[config.mk]
export PLATFORM = sky130hd
export DESIGN_NAME = binary16_mul_seq
export DESIGN_NICKNAME = d
export VERILOG_FILES = /design/src/rtl/binary16_pkg.sv /design/src/rtl/binary16_round_pack.sv /design/src/rtl/binary16_mul_seq.sv
export SDC_FILE = /design/constraint.sdc
export NUM_CORES = 1
export LEC_CHECK = 0
export CORE_MARGIN = 2
export CORE_UTILIZATION = 60
export DETAILED_ROUTE_END_ITERATION = 10
export GPL_ROUTABILITY_DRIVEN = 0
export PLACE_DENSITY = 0.84
export SYNTH_ARGS = -nofsm -noshare
export SYNTH_HDL_FRONTEND = slang
export SYNTH_SLANG_ARGS = --single-unit
[constraint.sdc]
create_clock -name clk_in -period 9.65 [get_ports clk_in]
set_input_delay 0.965 -clock clk_in [delete_from_list [all_inputs] [get_ports clk_in]]
set_output_delay 0.965 -clock clk_in [all_outputs]
set_load 0.005 [all_outputs]
[src/rtl/binary16_pkg.sv]
// Shared binary16 definitions for the iterative multiplier and divider.
// Format constants, FSM states, operand classes and the classifier.
package binary16_pkg;

  localparam int EXP_W   = 5;
  localparam int MANT_W  = 10;
  localparam int BIAS    = 15;
  localparam int EXP_MAX = 31;

  localparam logic [15:0] QNAN = 16'h7E00;
  localparam logic [15:0] INF  = 16'h7C00;

  typedef enum logic [1:0] {
    ST_IDLE,
    ST_MULTIPLYING,
    ST_NORMALIZING
  } state_e;

  typedef enum logic [1:0] {
    CLS_ZERO,
    CLS_NORMAL,
    CLS_INF,
    CLS_NAN
  } cls_e;

  // Subnormals land in CLS_ZERO because they are flushed.
  function automatic cls_e classify(input logic [14:0] x);
    cls_e c;
    c = CLS_NORMAL;
    if (x[14:10] == 5'd31) begin
      c = (x[9:0] != 10'd0) ? CLS_NAN : CLS_INF;
    end else if (x[14:10] == 5'd0) begin
      c = CLS_ZERO;
    end
    return c;
  endfunction

endpackage

[src/rtl/binary16_round_pack.sv]
// Normalise a 22-bit significand product, round to nearest even and
// pack into binary16 with overflow to infinity and flush of underflow.
module binary16_round_pack
  import binary16_pkg::*;
(
  input  logic              sign,
  input  logic signed [6:0] exp_in,
  input  logic [21:0]       prod,
  output logic [15:0]       res
);

  logic [9:0]        m;
  logic [9:0]        mr;
  logic              g;
  logic              s;
  logic              up;
  logic              cy;
  logic signed [7:0] e;

  // Pick the leading-one position, round, then range-check the exponent.
  always_comb begin
    m  = prod[19:10];
    g  = prod[9];
    s  = |prod[8:0];
    e  = 8'(exp_in);
    if (prod[21]) begin
      m = prod[20:11];
      g = prod[10];
      s = |prod[9:0];
      e = 8'(exp_in) + 8'sd1;
    end
    up       = g & (s | m[0]);
    {cy, mr} = {1'b0, m} + {10'd0, up};
    if (cy) begin
      e = e + 8'sd1;
    end
    if (e >= 8'sd31) begin
      res = {sign, INF[14:0]};
    end else if (e <= 8'sd0) begin
      res = {sign, 15'd0};
    end else begin
      res = {sign, e[4:0], mr};
    end
  end

endmodule

[src/rtl/binary16_mul_seq.sv]
// Iterative binary16 multiplier: one multiplier bit per cycle shift-add,
// fixed 12-cycle latency for every operand class, valid-pulse handshake.
module binary16_mul_seq
  import binary16_pkg::*;
(
  input  logic        clk_in,
  input  logic        rst,
  input  logic [15:0] a,
  input  logic [15:0] b,
  input  logic        data_valid_in,
  output logic [15:0] result,
  output logic        data_valid_out,
  output logic        busy
);

  state_e            state;
  state_e            state_next;
  logic              sign;
  logic [21:0]       mant_a;
  logic [10:0]       mant_b;
  logic signed [6:0] exp_sum;
  cls_e              cls_a;
  cls_e              cls_b;
  logic [21:0]       acc;
  logic [3:0]        count;
  logic [15:0]       packed_res;
  logic [15:0]       final_res;

  assign busy = (state != ST_IDLE);

  binary16_round_pack u_round_pack (
    .sign   (sign),
    .exp_in (exp_sum),
    .prod   (acc),
    .res    (packed_res)
  );

  // State register.
  always_ff @(posedge clk_in) begin
    if (rst) begin
      state <= ST_IDLE;
    end else begin
      state <= state_next;
    end
  end

  // Next-state: accept in idle, 11 multiply steps, one pack step.
  always_comb begin
    state_next = state;
    unique case (state)
      ST_IDLE: begin
        if (data_valid_in) begin
          state_next = ST_MULTIPLYING;
        end
      end
      ST_MULTIPLYING: begin
        if (count == 4'd0) begin
          state_next = ST_NORMALIZING;
        end
      end
      ST_NORMALIZING: begin
        state_next = ST_IDLE;
      end
      default: begin
        state_next = ST_IDLE;
      end
    endcase
  end

  // Special operands override the arithmetic result, NaN first.
  always_comb begin
    final_res = packed_res;
    if (cls_a == CLS_NAN || cls_b == CLS_NAN) begin
      final_res = QNAN;
    end else if ((cls_a == CLS_INF && cls_b == CLS_ZERO) ||
                 (cls_a == CLS_ZERO && cls_b == CLS_INF)) begin
      final_res = QNAN;
    end else if (cls_a == CLS_INF || cls_b == CLS_INF) begin
      final_res = {sign, INF[14:0]};
    end else if (cls_a == CLS_ZERO || cls_b == CLS_ZERO) begin
      final_res = {sign, 15'd0};
    end
  end

  // Operand capture, shift-add accumulation and result register.
  always_ff @(posedge clk_in) begin
    if (rst) begin
      sign           <= 1'b0;
      mant_a         <= 22'd0;
      mant_b         <= 11'd0;
      exp_sum        <= 7'sd0;
      cls_a          <= CLS_ZERO;
      cls_b          <= CLS_ZERO;
      acc            <= 22'd0;
      count          <= 4'd0;
      result         <= 16'h0000;
      data_valid_out <= 1'b0;
    end else begin
      data_valid_out <= 1'b0;
      unique case (state)
        ST_IDLE: begin
          if (data_valid_in) begin
            sign    <= a[15] ^ b[15];
            mant_a  <= {11'd0, 1'b1, a[9:0]};
            mant_b  <= {1'b1, b[9:0]};
            exp_sum <= $signed({2'b00, a[14:10]})
                     + $signed({2'b00, b[14:10]})
                     - 7'sd15;
            cls_a   <= classify(a[14:0]);
            cls_b   <= classify(b[14:0]);
            acc     <= 22'd0;
            count   <= 4'd10;
          end
        end
        ST_MULTIPLYING: begin
          if (mant_b[0]) begin
            acc <= acc + mant_a;
          end
          mant_a <= mant_a << 1;
          mant_b <= mant_b >> 1;
          if (count != 4'd0) begin
            count <= count - 4'd1;
          end
        end
        ST_NORMALIZING: begin
          result         <= final_res;
          data_valid_out <= 1'b1;
        end
        default: begin
          data_valid_out <= 1'b0;
        end
      endcase
    end
  end

endmodule

==> results of run 1 <==
-- sequential cells by signal (all words and copies together), names as in the netlist --
name / cells
acc: 22
count: 4
exp_sum: 7
sign: 1
data_valid_out: 1
mant_a: 22
result: 16
cls_a: 2
cls_b: 2
mant_b: 11
state: 2
-- power groups by stage --
stage | Sequential, mW | Combinational, mW | Clock (mW)
4_1_cts | 0.413 | 0.152 | 0.302
5_1_grt | 0.417 | 0.172 | 0.319
2_1_floorplan | 0.414 | 0.109 | 0
6_report | 0.414 | 0.153 | 0.299
3_3_place_gp | 0.421 | 0.145 | 0
3_5_place_dp | 0.422 | 0.151 | 0
-- logic make-up (layout without fill, tap and decap cells) --
group	Yosys count	count (layout)	share of synthesized area [%]
AO/OA/AOI/OAI	181	181	21.7
AND/OR/NAND/NOR	292	292	24.3
buffers and inverters	61	94	4.37
flip-flops	90	90	32.5
XOR/XNOR	39	39	6.15
adder cells (fa/ha/maj)	37	37	8.61
multiplexers	13	13	2.46
-- cells in the mapped netlist (all sizes together), types with 3 or more instances --
master and count:
a21o 10, o311ai 3, a211oi 14, a31oi 4
or4 4, inv 22, nor2b 3, nor4 11
o21a 3, dfxtp 90, xor2 11, nand4 10
ha 35, nand2 113, o21ai 41, buf 11
nand3 24, mux2i 8, mux2 5, a22oi 13
nor3 22, clkbuf 28, and2 5, nor2 77
nand4b 3, a21oi 55, nand2b 4, a311oi 20
xnor2 28
-- worst paths after layout --
check / from / slack (ns) / cells after the start / end
max reg2reg: acc[9] / 6.05 / 11 / result[7]
min reg2reg: result[6] / 0.46 / 2 / result[6]
max: acc[9] / 6.05 / 11 / result[7]
min: result[6] / 0.46 / 2 / result[6]
-- final cells by class --
cell class / count / area (sq um) / share of cell area, %
Tap cell: 111 / 139 / 2.20
Clock buffer: 9 / 124 / 1.96
Inverter: 22 / 82.6 / 1.31
Timing Repair Buffer: 56 / 546 / 8.65
Clock inverter: 7 / 105 / 1.67
Sequential cell: 90 / 1800 / 28.6
Multi-Input combinational cell: 562 / 3510 / 55.6
-- metal layers --
metal  vias up  track usage (%)  part of all wire (%)
met5         -                0                     0
met4         0             10.2                   2.4
met3        30             3.90                   4.9
met2       155             49.0                    50
met1      2478             33.4                    43
li1       2605                -                     -
-- critical path: stages, from the launching register on --
cell and delay, ns:
dfxtp_1 0.43, mux2_2 0.20, and2_1 0.12, ha_1 0.18
nand2_1 0.08, or3b_1 0.48, nor3_4 0.39, o211a_4 0.23
xnor2_1 0.07, o31a_1 0.35, or4b_1 0.79, o21ai_2 0.22
-- metrics by stage --
| stage | area (sq um) | worst slack (ns) | util (%) | hold WS [ns] |
|---|---|---|---|---|
| floorplan | 5550 | 5.90 | - | 0.437 |
| global placement | 6080 | 6.23 | 66.7 | 0.437 |
| detailed placement | 6080 | 6.08 | 66.7 | 0.446 |
| CTS | 6310 | 6.05 | 69.2 | 0.465 |
| global route | 6310 | 5.78 | 69.2 | 0.492 |
| finish | 6310 | 6.05 | 69.2 | 0.463 |
==> flow_metrics.py, run 1 <==
metrics = {
    "timing": {
        "tns_ns": 0,
        "slew_headroom_pct": 17.1,
        "fin_skew_ns": 0.0157,
        "fmax_mhz": 278,
        "setup_viol": 0,
        "rsz0062_at_grt": "no",
        "slew_viol_final": 0,
        "worst_pin_slew_ns": 1.24,
        "period_needed_ns": 3.60,
        "hold_viol": 0,
        "period_share_pct": 37.3,
    },
    "critical_path": {
        "crit_type": "flip-flop to flip-flop",
        "arrival_ns": 3.88,
        "critPathRequiredTime_ns": 9.93,
        "cp-start-kind": "flip-flop",
        "end_kind": "flip-flop",
        "cp_max_fo": 9,
    },
    "place": {
        "place_hpwl_microns": 9640,
        "numPortBuffers": 52,
        "placed_cells": 841,
    },
    "cells_and_area": {
        "n_antenna_cell": 0,
        "final_nets": 813,
        "drive_above_1_share_pct": 5.76,
        "layout_commonest_cell": "nand2_1",
        "area_growth_syn_to_layout_pct": 13.6,
        "layout.cells.non_filler": 857,
        "layout_common_cells": "nand2_1 (113), dfxtp_1 (90), nor2_1 (77), a21oi_1 (55), clkdlybuf4s50_1 (51)",
        "num-fill-cells": 761,
    },
    "yosys": {
        "synth_nets": 785,
        "ys_types": 59,
        "ys_seq_area_share_pct": 32.5,
        "synth_top_area_share_pct": 32.5,
        "synthTopCellsByArea": "dfxtp_1 (32%), ha_1 (7.9%), nand2_1 (7.6%), nor2_1 (5.2%), a21oi_1 (5.0%)",
        "yosysWarningCount": 0,
        "ys.flop_type": "dfxtp_1",
        "synth_area_sq_um": 5550,
        "synth_enable_flop_cells": 0,
        "synth_largest_area_cell": "dfxtp_1",
        "synth-seq-cells": 90,
        "syn-instance-count": 713,
        "postSynthAreaPerCell_sq_um": 7.78,
        "async_flop_share_pct": 0,
    },
    "die": {
        "start_util_pct": 60.9,
        "num_rows": 35,
        "core_sq_um": 9110,
        "dieArea_sq_um": 10000,
        "die_h_microns": 100,
        "num_io_pins": 53,
        "die_w_microns": 100,
    },
    "clock_tree": {
        "cts_resized": 0,
        "clkLatencyLatePin_ns": 0.35,
        "cts_buffer_depth": 2,
        "cts_tree": "yes",
        "cts.sinks": 90,
        "clk_pin_slew_worst_paths_ns": 0.10,
        "cts_setup_buffers": 0,
        "postCtsHoldBufs": 0,
        "numCtsBuffers": 9,
        "htree_num_levels": 3,
        "cts_root_buf": "clkbuf_8",
    },
    "pwr": {
        "ir_drop_v": 0.0000992,
        "clkPwrFrac_pct": 34.6,
        "total_power_mw": 0.866,
        "combPwrFrac_pct": 17.7,
        "p_int_mw": 0.608,
        "leakage_nw": 2.40,
        "p_sw_mw": 0.258,
        "pwr-share-seq_pct": 47.8,
        "cellPowerDensity_nw_per_um2": 137,
        "p_sw_share_pct": 29.8,
    },
    "worst_hold_path": {
        "hp-class": "flip-flop to flip-flop",
    },
    "route": {
        "wl_microns": 13200,
        "post_drt_wl_per_cell_microns": 15.4,
        "drc": 0,
        "vias_per_cell": 6.15,
        "drt_first_pass_iters": 5,
        "antenna_left": 0,
        "vias": 5268,
        "initialDrtViolationCount": 297,
    },
    "run_status": {
        "status": "finished, final reports clean",
    },
    "global_route": {
        "grt_pass1_wl_microns": 22700,
        "grt_overflow": 0,
        "grtUsageTotal_pct": 27.4,
        "antenna_found_initial": 0,
        "grt_pass1_vias": 5037,
        "grt_max_degree": 79,
    },
    "run": {
        "drv_cap": 0,
    },
}
Power figures use the tool's default switching activity.
==> inputs of run 2 (changes only) <==
--- a/config.mk
+++ b/config.mk
@@ -6,10 +6,10 @@
 export NUM_CORES = 1
 export LEC_CHECK = 0
 export CORE_MARGIN = 2
-export CORE_UTILIZATION = 60
+export CORE_UTILIZATION = 58
 export DETAILED_ROUTE_END_ITERATION = 10
 export GPL_ROUTABILITY_DRIVEN = 0
-export PLACE_DENSITY = 0.84
+export PLACE_DENSITY = 0.82
 export SYNTH_ARGS = -nofsm -noshare
 export SYNTH_HDL_FRONTEND = slang
 export SYNTH_SLANG_ARGS = --single-unit
==> constraint.sdc (replaced) <==
create_clock -name clk_in -period 3.4 [get_ports clk_in]
set_input_delay 0.34 -clock clk_in [delete_from_list [all_inputs] [get_ports clk_in]]
set_output_delay 0.34 -clock clk_in [all_outputs]
set_load 0.005 [all_outputs]
==> flow_metrics.py, run 2 (synthesis gave the netlist of run 1 again) <==
metrics = {
    "cells_and_area": {
        "area_growth_syn_to_layout_pct": 15.4,
        "layout_common_cells": "nand2_1 (113), dfxtp_1 (90), nor2_1 (77), a21oi_1 (55), clkdlybuf4s50_1 (51)",
        "top_regs": "acc (22), mant_a (22), result (16)",
        "drive_above_1_share_pct": 7.28,
        "n_antenna_cell": 0,
        "final_nets": 822,
        "layout.cells.non_filler": 884,
        "layout_commonest_cell": "nand2_1",
    },
    "timing": {
        "hold_viol": 0,
        "layout_setup_ws_ns": 0.142,
        "period_share_pct": 95.8,
        "slew_headroom_pct": 25.9,
        "fin_skew_ns": 0.0102,
        "fmax_mhz": 307,
        "period_needed_ns": 3.26,
        "worst_pin_slew_ns": 1.11,
        "setup_viol": 0,
        "slew_viol_final": 0,
    },
    "pwr": {
        "combPwrFrac_pct": 18.2,
        "p_sw_share_pct": 29.3,
        "leakage_nw": 2.45,
        "total_power_mw": 2.44,
        "ir_drop_v": 0.000323,
        "pwr-share-seq_pct": 48.2,
        "clkPwrFrac_pct": 33.6,
        "cellPowerDensity_nw_per_um2": 380,
        "p_sw_mw": 0.713,
        "p_int_mw": 1.72,
    },
    "global_route": {
        "grtUsageTotal_pct": 27.3,
        "grt_overflow": 0,
        "grt_pass1_wl_microns": 23000,
        "grt_pass1_vias": 5038,
        "antenna_found_initial": 0,
        "grt_max_degree": 56,
    },
    "route": {
        "post_drt_wl_per_cell_microns": 15.4,
        "wl_microns": 13700,
        "vias": 5314,
        "initialDrtViolationCount": 364,
        "antenna_left": 0,
        "drt_first_pass_iters": 5,
        "vias_per_cell": 6.01,
        "drc": 0,
    },
    "die": {
        "dieArea_sq_um": 10400,
        "core_sq_um": 9280,
        "die_h_microns": 102,
        "num_rows": 35,
        "num_io_pins": 53,
        "die_w_microns": 102,
        "start_util_pct": 59.8,
    },
    "place": {
        "place_hpwl_microns": 9960,
        "numPortBuffers": 52,
        "dpl_worst_slack_ns": -0.0474,
        "placed_cells": 864,
    },
    "clock_tree": {
        "cts.sinks": 90,
        "cts_tree": "yes",
        "clkLatencyLatePin_ns": 0.36,
        "htree_num_levels": 3,
        "postCtsHoldBufs": 0,
        "numCtsBuffers": 9,
        "cts_buffer_depth": 2,
        "clk_pin_slew_worst_paths_ns": 0.09,
        "cts_root_buf": "clkbuf_8",
    },
    "critical_path": {
        "end_kind": "flip-flop",
        "crit_type": "flip-flop to flip-flop",
        "cp-start-kind": "flip-flop",
        "cp_max_fo": 9,
        "critPathRequiredTime_ns": 3.69,
        "arrival_ns": 3.55,
    },
    "worst_hold_path": {
        "hp-class": "flip-flop to flip-flop",
    },
    "run": {
        "drv_cap": 0,
    },
    "run_status": {
        "status": "finished, final reports clean",
    },
}
==> run 2: cell types whose count changed in the layout (fill, tap and decap cells not counted), sizes merged <==
| cell | change |
|---|---|
| buf | +9 |
| clkinv | +3 |
| inv | -2 |
| clkinvlp | -1 |
==> run 2: power by group through the flow <==
| stage | registers, mW | logic, mW | clock network (mW) |
|---|---|---|---|
| after global routing | 1.18 | 0.498 | 0.866 |
| after floorplan | 1.18 | 0.310 | 0 |
| final | 1.17 | 0.443 | 0.818 |
| after detailed placement | 1.20 | 0.436 | 0 |
| after CTS | 1.17 | 0.441 | 0.824 |
| after global placement | 1.19 | 0.418 | 0 |
==> run 2: final timing paths <==
path,startpoint,endpoint,slack [ns],cells past startpoint
setup / recovery,acc[11],result[4],0.14,11
hold reg to reg,result[3],result[3],0.46,2
setup reg to reg,acc[11],result[4],0.14,11
hold / removal,result[3],result[3],0.46,2
==> run 2: per-layer routing <==
| layer | up-vias | GRT usage [%] | wire [microns] |
|---|---|---|---|
| met2 | 153 | 48.6 | 6820 |
| met4 | 0 | 8.41 | 265 |
| li1 | 2630 | - | - |
| met5 | - | 0 | 0 |
| met1 | 2508 | 33.6 | 5880 |
| met3 | 23 | 4.99 | 685 |
==> run 2: timing repair <==
action                     in CTS  in global routing
hold endpoints to repair        0                  0
gates resized for setup         1                  0
setup buffers                   0                  4
setup endpoints to repair       9                 10
pin swaps                       0                  1
==> run 2: through the flow <==
| step | instance area, sq um | hold WS (ns) | utilization [%] | setup TNS (ns) |
|---|---|---|---|---|
| floorplan | 5590 | 0.437 | - | 0 |
| global placement | 6150 | 0.437 | 66.2 | 0 |
| detailed placement | 6150 | 0.444 | 66.2 | -0.237 |
| CTS | 6380 | 0.460 | 68.7 | 0 |
| global route | 6410 | 0.485 | 69.0 | -0.0109 |
| finish | 6410 | 0.459 | 69.0 | 0 |
==> run 2: layout make-up <==
class / count / area (sq um)
multi-input combinational: 562 / 3520
fill: 791 / 2880
clock inverter: 7 / 100
timing repair buffer: 65 / 613
sequential: 90 / 1800
tap: 129 / 161
clock buffer: 9 / 124
inverter: 22 / 82.6
==> run 2: worst max-delay path, stage by stage (launching register included) <==
cell and delay [ns]:
dfxtp_1 0.43, mux2_4 0.18, and2_1 0.12, ha_2 0.18
nand2_1 0.07, or3b_1 0.51, nor3_4 0.30, o211a_4 0.23
xnor2_1 0.07, o31a_1 0.32, or4b_4 0.61, o21ai_2 0.17
